$ cat src/rtl/regfile_mp.sv
// -----------------------------------------------------------------------------
// regfile_mp
//   Multi-port register file with a per-register busy scoreboard. The decode
//   stage reads operands and locks destination registers; the writeback stage
//   writes results back through two write ports, which also clear the
//   matching busy bits.
//
// Parameters
//   XLEN      data width of each register
//   NREG      number of registers (power of two, >= 2)
//   NRD       number of read ports (1..4)
//   ZERO_REG  1 = register 0 reads as zero and ignores writes and locks
//   BYPASS    1 = same-cycle write data forwarded to matching reads
//
// Ports
//   clk        clock, all state updates on the rising edge
//   rst        asynchronous active-low reset
//   regwr0     write enable, port 0
//   rw0        write address, port 0
//   busw0      write data, port 0
//   regwr1     write enable, port 1 (higher priority)
//   rw1        write address, port 1
//   busw1      write data, port 1
//   ra         packed read addresses, port i at [i*AW +: AW]
//   bus        packed read data, port i at [i*XLEN +: XLEN] (combinational)
//   lock       mark register lock_addr busy
//   lock_addr  register to lock
//   busy_vec   registered busy bits, one per register
//   ra_busy    per-read-port busy indication (combinational)
// -----------------------------------------------------------------------------
module regfile_mp #(
    parameter  int XLEN     = 32,
    parameter  int NREG     = 32,
    parameter  int NRD      = 2,
    parameter  int ZERO_REG = 1,
    parameter  int BYPASS   = 1,
    localparam int AW       = (NREG > 1) ? $clog2(NREG) : 1
) (
    input  logic                clk,
    input  logic                rst,
    input  logic                regwr0,
    input  logic [AW-1:0]       rw0,
    input  logic [XLEN-1:0]     busw0,
    input  logic                regwr1,
    input  logic [AW-1:0]       rw1,
    input  logic [XLEN-1:0]     busw1,
    input  logic [NRD*AW-1:0]   ra,
    output logic [NRD*XLEN-1:0] bus,
    input  logic                lock,
    input  logic [AW-1:0]       lock_addr,
    output logic [NREG-1:0]     busy_vec,
    output logic [NRD-1:0]      ra_busy
);

    // True when the address targets the hardwired-zero register.
    function automatic logic is_zero_addr(input logic [AW-1:0] addr);
        return (ZERO_REG != 0) && (addr == {AW{1'b0}});
    endfunction

    logic [XLEN-1:0] regs_r [NREG];
    logic [NREG-1:0] busy_r;
    logic [NREG-1:0] busy_nxt_s;
    logic            we0_s;
    logic            we1_s;
    logic            lock_ok_s;
    logic [AW-1:0]   ra_s [NRD];

    // Qualified write/lock strobes: zero-register targets are dropped, and
    // nothing is accepted while reset is asserted (this also keeps the
    // bypass path from forwarding data during reset).
    always_comb begin
        we0_s     = rst & regwr0 & ~is_zero_addr(rw0);
        we1_s     = rst & regwr1 & ~is_zero_addr(rw1);
        lock_ok_s = rst & lock & ~is_zero_addr(lock_addr);
    end

    // Register storage; port 1 is assigned last so it wins on equal addresses.
    always_ff @(posedge clk or negedge rst) begin
        if (!rst) begin
            for (int i = 0; i < NREG; i++) begin
                regs_r[i] <= {XLEN{1'b0}};
            end
        end else begin
            if (we0_s) begin
                regs_r[rw0] <= busw0;
            end
            if (we1_s) begin
                regs_r[rw1] <= busw1;
            end
        end
    end

    // Scoreboard next state: a write clears, a lock sets; the lock is the
    // newer producer so it dominates a same-cycle write to the same register.
    always_comb begin
        busy_nxt_s = {NREG{1'b0}};
        for (int i = 0; i < NREG; i++) begin
            busy_nxt_s[i] = (lock_ok_s && (lock_addr == AW'(i))) |
                            (busy_r[i] & ~((we0_s && (rw0 == AW'(i))) ||
                                           (we1_s && (rw1 == AW'(i)))));
        end
        if (ZERO_REG != 0) begin
            busy_nxt_s[0] = 1'b0;
        end else begin
            busy_nxt_s[0] = busy_nxt_s[0];
        end
    end

    // Busy scoreboard register.
    always_ff @(posedge clk or negedge rst) begin
        if (!rst) begin
            busy_r <= {NREG{1'b0}};
        end else begin
            busy_r <= busy_nxt_s;
        end
    end

    // Unpack the read address bus into per-port addresses.
    always_comb begin
        for (int p = 0; p < NRD; p++) begin
            ra_s[p] = ra[p*AW +: AW];
        end
    end

    // Read ports: zero register first, then forwarding (port 1 before
    // port 0), then the stored value. Forwarded reads are never busy since
    // the producer's data is already on the bus.
    always_comb begin
        bus     = {(NRD*XLEN){1'b0}};
        ra_busy = {NRD{1'b0}};
        for (int p = 0; p < NRD; p++) begin
            if (is_zero_addr(ra_s[p])) begin
                bus[p*XLEN +: XLEN] = {XLEN{1'b0}};
                ra_busy[p]          = 1'b0;
            end else if ((BYPASS != 0) && we1_s && (rw1 == ra_s[p])) begin
                bus[p*XLEN +: XLEN] = busw1;
                ra_busy[p]          = 1'b0;
            end else if ((BYPASS != 0) && we0_s && (rw0 == ra_s[p])) begin
                bus[p*XLEN +: XLEN] = busw0;
                ra_busy[p]          = 1'b0;
            end else begin
                bus[p*XLEN +: XLEN] = regs_r[ra_s[p]];
                ra_busy[p]          = busy_r[ra_s[p]];
            end
        end
    end

    assign busy_vec = busy_r;

endmodule
$ cat config.mk
export PLATFORM = sky130hd
export DESIGN_NAME = regfile_mp
export DESIGN_NICKNAME = d
export VERILOG_FILES = /design/src/rtl/regfile_mp.sv
export SDC_FILE = /design/constraint.sdc
export NUM_CORES = 2
export LEC_CHECK = 0
export CORE_AREA = 2 2 352 354
export DETAILED_ROUTE_END_ITERATION = 6
export DIE_AREA = 0 0 354 356
export PLACE_DENSITY_LB_ADDON = 0.05
export SLEW_MARGIN = 30
export SYNTH_ARGS = -nofsm -noshare
export SYNTH_HDL_FRONTEND = slang
export SYNTH_SLANG_ARGS = --single-unit
$ cat constraint.sdc
create_clock -name clk -period 3.39 [get_ports clk]
set_input_delay 0.678 -clock clk [delete_from_list [all_inputs] [get_ports clk]]
set_output_delay 0.678 -clock clk [all_outputs]
set_load 0.005 [all_outputs]
# Yosys cells after proc, flatten, opt, wreduce, memory -nomap -nowiden
# Index checks and enable logic that the tools add are counted.
[word_totals]
ff_bits = 1055
inputBits = 94
output_inout_bits = 98
elab_cells = 409
[op_classes]
n_mux = 30
reduce_logical = 135
n_eq_ne = 97
bitwise_logic = 106
order_cmp = 8
[ops]
columns = ["op", "count"]
rows = [
  ["1024-bit bitwise mux", 2],
  ["1024-bit 2-to-1 mux", 2],
  ["32-bit 2-to-1 mux", 12],
  ["32-bit binary-select mux with 5-bit select", 2],
  ["32-bit demux with 5-bit select", 2],
  ["5-bit == test, second input constant", 48],
  ["5-bit by 4-bit == test with 1-bit output, second input constant", 24],
  ["1-bit logical AND", 99],
  ["5-bit by 3-bit == test with 1-bit output, second input constant", 12],
  ["1-bit AND", 37],
  ["1-bit NOT", 34],
  ["1-bit logical OR", 31],
  ["1-bit OR", 31],
  ["5-bit by 2-bit == test with 1-bit output, second input constant", 6],
  ["5-bit zero test", 5],
  ["6-bit >= comparator, second input constant", 4],
  ["5-bit NOT with 6-bit output", 4],
  ["5-bit == test", 4],
  ["5-bit by 1-bit == test with 1-bit output, second input constant", 3],
  ["5-bit by 6-bit less-than comparator with 1-bit output, second input constant", 2],
  ["6-bit by 1-bit less-than comparator with 1-bit output, second input constant", 2],
  ["1-bit binary-select mux with 5-bit select", 2],
  ["1-bit 2-to-1 mux", 8],
]

# Longest topological paths before layout
[logic_depth]
word_depth = 9
depth_mapped = 10
depth_no_buf = 5

# Least setup slack after synthesis
# Ideal clock, no wire load.
[synth_path]
kind = "input-to-output"
start = "input ra[0]"
end = "output bus[10]"
stages = 6
path_slack_ns = 0.201
t_arrival_ns = 2.511
required_ns = 2.712
cell_sequence = "buf_2 buf_1 mux4_2 a211o_1 o2bb2ai_1 o221ai_2"
[synth_via]
elab_chain_len = 7
[synth_lines]
columns = ["element", "line_no", "text"]
rows = [
  ["start, declared", "47", "input logic [NRD*AW-1:0] ra,"],
  ["5-bit NOT with 6-bit output (implied by the code)", "142", "bus[p*XLEN +: XLEN] = regs_r[ra_s[p]];"],
  ["32-bit binary-select mux with 5-bit select", "142", ""],
  ["32-bit 2-to-1 mux (implied by the code) (2 in a row)", "142", ""],
  ["32-bit 2-to-1 mux", "138", "end else if ((BYPASS != 0) && we0_s && (rw0 == ra_s[p])) begin"],
  ["32-bit 2-to-1 mux", "135", "end else if ((BYPASS != 0) && we1_s && (rw1 == ra_s[p])) begin"],
  ["32-bit 2-to-1 mux (*)", "132", "if (is_zero_addr(ra_s[p])) begin"],
  ["end, declared", "48", "output logic [NRD*XLEN-1:0] bus,"],
]
# Every way passes the cells marked *; elsewhere a longest branch is shown, timed or not. The select of a mux whose other input is x is not followed.

# Worst setup path after layout
[layout_path]
start = "input rw1[1]"
end = "output bus[52]"
[layout_via]
elab_chain_len = 6
[layout_lines]
columns = ["element", "line_no", "text"]
rows = [
  ["start, declared", "45", "input logic [AW-1:0] rw1,"],
  ["5-bit zero test", "-", ""],
  ["1-bit NOT", "73", "we1_s = rst & regwr1 & ~is_zero_addr(rw1);"],
  ["1-bit AND", "73", ""],
  ["1-bit logical AND (*)", "135", ""],
  ["32-bit 2-to-1 mux (*)", "135", ""],
  ["32-bit 2-to-1 mux (*)", "132", ""],
]
# Every way passes the cells marked *; elsewhere a longest branch is shown, timed or not.

==> impl_results.md <==
* Global Route met1 Usage at 58.1%
* Final WL at 267000 um
* Critical path launch point: rw1[1]
* Routed len/inst at 32.0 um
* Die H at 356 um
* Worst R2R Start: busy_vec[7]
* Placed cell count at 8080
* Setup TNS at -3.74 ns
* Clock Sinks at 1055
* Sw Ratio at 30.7%
* Initial DRC count at 7814
* Clock Latency Late Sink at 0.76 ns
* CTS Buf Count at 120
* Diode count at 0
* Max-slew headroom at 38.1%
* Final Wtd Congestion at 0.914
* Setup Skew at 0 ns
* Die X at 354 um
* Non-filler cells, final at 8360
* # IOs at 192
* Slew Limit Fails at 0
* Pre-Repair DR Iteration Count at 7
* Initial Util at 54.3%
* Via density at 6.77
* CP endpoint kind: output pin
* Layout Utilization at 64.6%
* Outcome: finished with violations
* Final HPWL DP at 167000 um
* Critical Path Start Type: input port
* Average size of a mapped cell at 10.3 sq um
* PwrDens at 517 mW/mm^2
* Flop2flop setup slack at 2.50 ns
* Seq/Total Area, Yosys at 39.6%
* Area share of the largest cell type after synthesis at 39.6%
* PnR worst setup slack at -0.199 ns
* Worst-margin pin slew at 0.929 ns
* Min cycle time layout at 3.59 ns
* Lkg Pwr at 33.9 nW
* Placed instance area at 0.0743 sq mm
* Post-synth EDFFs at 0
* Register area at 0.0264 sq mm
* Worst Path Max Fanout at 3
* Syn Nets at 6580
* Synth top area cells: dfrtp_1 (40%), mux2i_1 (19%), mux4_2 (14%)
* Cells after Synth at 6486
* Required @ worst endpoint at 2.71 ns
* # rows at 129
* Initial antenna violation count at 4
* Top-count cell post-synth: mux2i_1
* CTS tree: yes
* Yosys reg bits at 1055
* Multi-input gate area at 0.0375 sq mm
* Final Hold Fails at 0
* Nets at 6712
* CP Class: input port to output pin
* Pin count of the biggest net entering global routing at 168
* Total Die Area at 0.126 sq mm
* Layout area overhead at 19.0%
* Final instance area at 0.0793 sq mm
* Clk root buf: clkbuf_16
* Logic gate share of total power at 23.8%
* CTS clk-pin slew, worst paths at 0.06 ns
* Unique masters post-synth at 55
* Failing checks: setup timing
* Met2 GRT Util at 61.2%
* Cell-internal power at 0.0284 W
* Finish-stage setup viols at 57
* Top FF cell, synth: dfrtp_1
* Max Freq at 0.279 GHz
* H-tree depth at 3
* VDD IR max at 0.000460 V
* DRC at 0
* Switch Pwr at 0.0126 W
* Clk buf depth at 3
* Most frequent cells after synthesis: mux2i_1 (1290), dfrtp_1 (1055), nand2_1 (854)
* Busiest grt layer: met2
* GRT Util Overall at 41.9%
* CP max stage cell: or4_4
* Filler cell count in the final layout at 9756
* Met3 usage at 11.8%
* Worst stage delay on the critical path at 0.56 ns
* Worst-path cell chain: buf_8, or4_4, buf_6, o211ai_4, nor4_4, or3b_4, buf_12, buf_12, buf_6, o221ai_4, buf_2
* DR vias at 56600
* Post-Syn Area at 0.0666 sq mm
* Share of cells above drive strength 1 at 22.1%
* Yosys warns at 0
* Clock power share at 33.1%
* Synth area leader: dfrtp_1
* Hold/Removal Path Class: input port to asynchronous set/reset pin
* WP data arrival at 2.91 ns
* Core Box Area at 0.123 sq mm
* Share of flip-flops with an asynchronous set or reset at 100%
* First-pass GRT wire length at 386000 um
* Sequential Power Share at 43.1%
* Via count of the first global-routing pass at 54100
* Remaining antenna violation count at 0
* Place WS at -0.920 ns
* Port bufs at 190
* Max_cap viols at 0
* Fin crit share at 106%
* Grt ovf at 0
* RSZ-0062 raised after global routing: true
==> metal layers <==
layer	vias to the layer above	share of wire (%)
met5	-	0.0060
met4	2	5.7
met3	800	12
met2	3588	43
met1	28300	39
li1	23800	-
==> power groups by stage <==
stage	Sequential [W]	Combinational, W	Clock, W
after floorplan	0.0170	0.00660	0
after global placement	0.0176	0.00936	0
after detailed placement	0.0177	0.00962	0
after CTS	0.0175	0.00962	0.0136
after global routing	0.0180	0.0106	0.0141
final	0.0177	0.00976	0.0136
==> timing repair <==
action                     in CTS  in global routing
cloned                          8                  2
gates resized for setup       360                 66
setup endpoints to repair      66                 63
hold endpoints to repair       17                  0
buffers inserted               31                 24
pin swaps                      32                 24
hold buffers                    1                  0
==> stage by stage <==
stage | hold WS [ns] | power (W)
finish | 0.244 | 0.0410
global route | 0.308 | 0.0426
CTS | 0.243 | 0.0408
detailed placement | 0.382 | 0.0273
global placement | 0.377 | 0.0269
floorplan | 0.382 | 0.0236
==> cell usage in the layout (no fill, tap or decap), types with 51 or more instances in the layout <==
| cell type | count |
|---|---|
| buf_2 | 67 |
| o2bb2ai_1 | 53 |
| a22oi_1 | 65 |
| a211o_1 | 61 |
| buf_12 | 196 |
| nor2_1 | 376 |
| o221ai_2 | 51 |
| o22ai_1 | 61 |
| buf_4 | 403 |
| mux2i_1 | 1288 |
| clkbuf_16 | 124 |
| nand2_1 | 833 |
| a21oi_1 | 352 |
| dfrtp_1 | 1054 |
| clkdlybuf4s50_1 | 101 |
| o21ai_0 | 734 |
| mux4_2 | 400 |
| o221ai_1 | 62 |
==> logic make-up (layout without fill, tap and decap cells) <==
kind of cell | after synthesis | count (layout) | share of synthesized area [%]
multiplexers | 1690 | 1690 | 32.9
XOR/XNOR | 20 | 20 | 0.263
AND/OR/NAND/NOR | 1369 | 1369 | 8.13
buffers and inverters | 850 | 1087 | 5.29
AO/OA/AOI/OAI | 1501 | 1501 | 13.8
flip-flops | 1055 | 1055 | 39.6
other | 1 | 1 | 0.00563
==> flip-flops by register name, summed over array words and instances, names as in the netlist <==
register  count
regs_r     1024
busy_vec     31
==> worst paths after layout <==
path | cells after the start | end
setup / recovery | 11 | bus[52]
hold / removal | 3 | regs_r[389]
setup reg to reg | 2 | busy_vec[7]
hold reg to reg | 0 | regs_r[1014]
max in group asynchronous | 6 | regs_r[1005]
min in group clk | 0 | regs_r[1014]
==> worst max-delay path, delay by kind of cell <==
| kind | cells | cell delay, ns |
|---|---|---|
| compound gates | 2 | 0.33 |
| buf+inv | 6 | 0.82 |
| simple gates | 3 | 1.05 |
==> layout make-up <==
cell class                      count  share of cell area (%)
Multi-Input combinational cell   4581                    47.4
Sequential cell                  1055                    33.3
Timing Repair Buffer              822                    11.5
Clock buffer                      187                    4.59
Tap cell                         1637                    2.58
Clock inverter                     40                   0.524
Inverter                           38                   0.180
(Power assumes the default switching activity.)
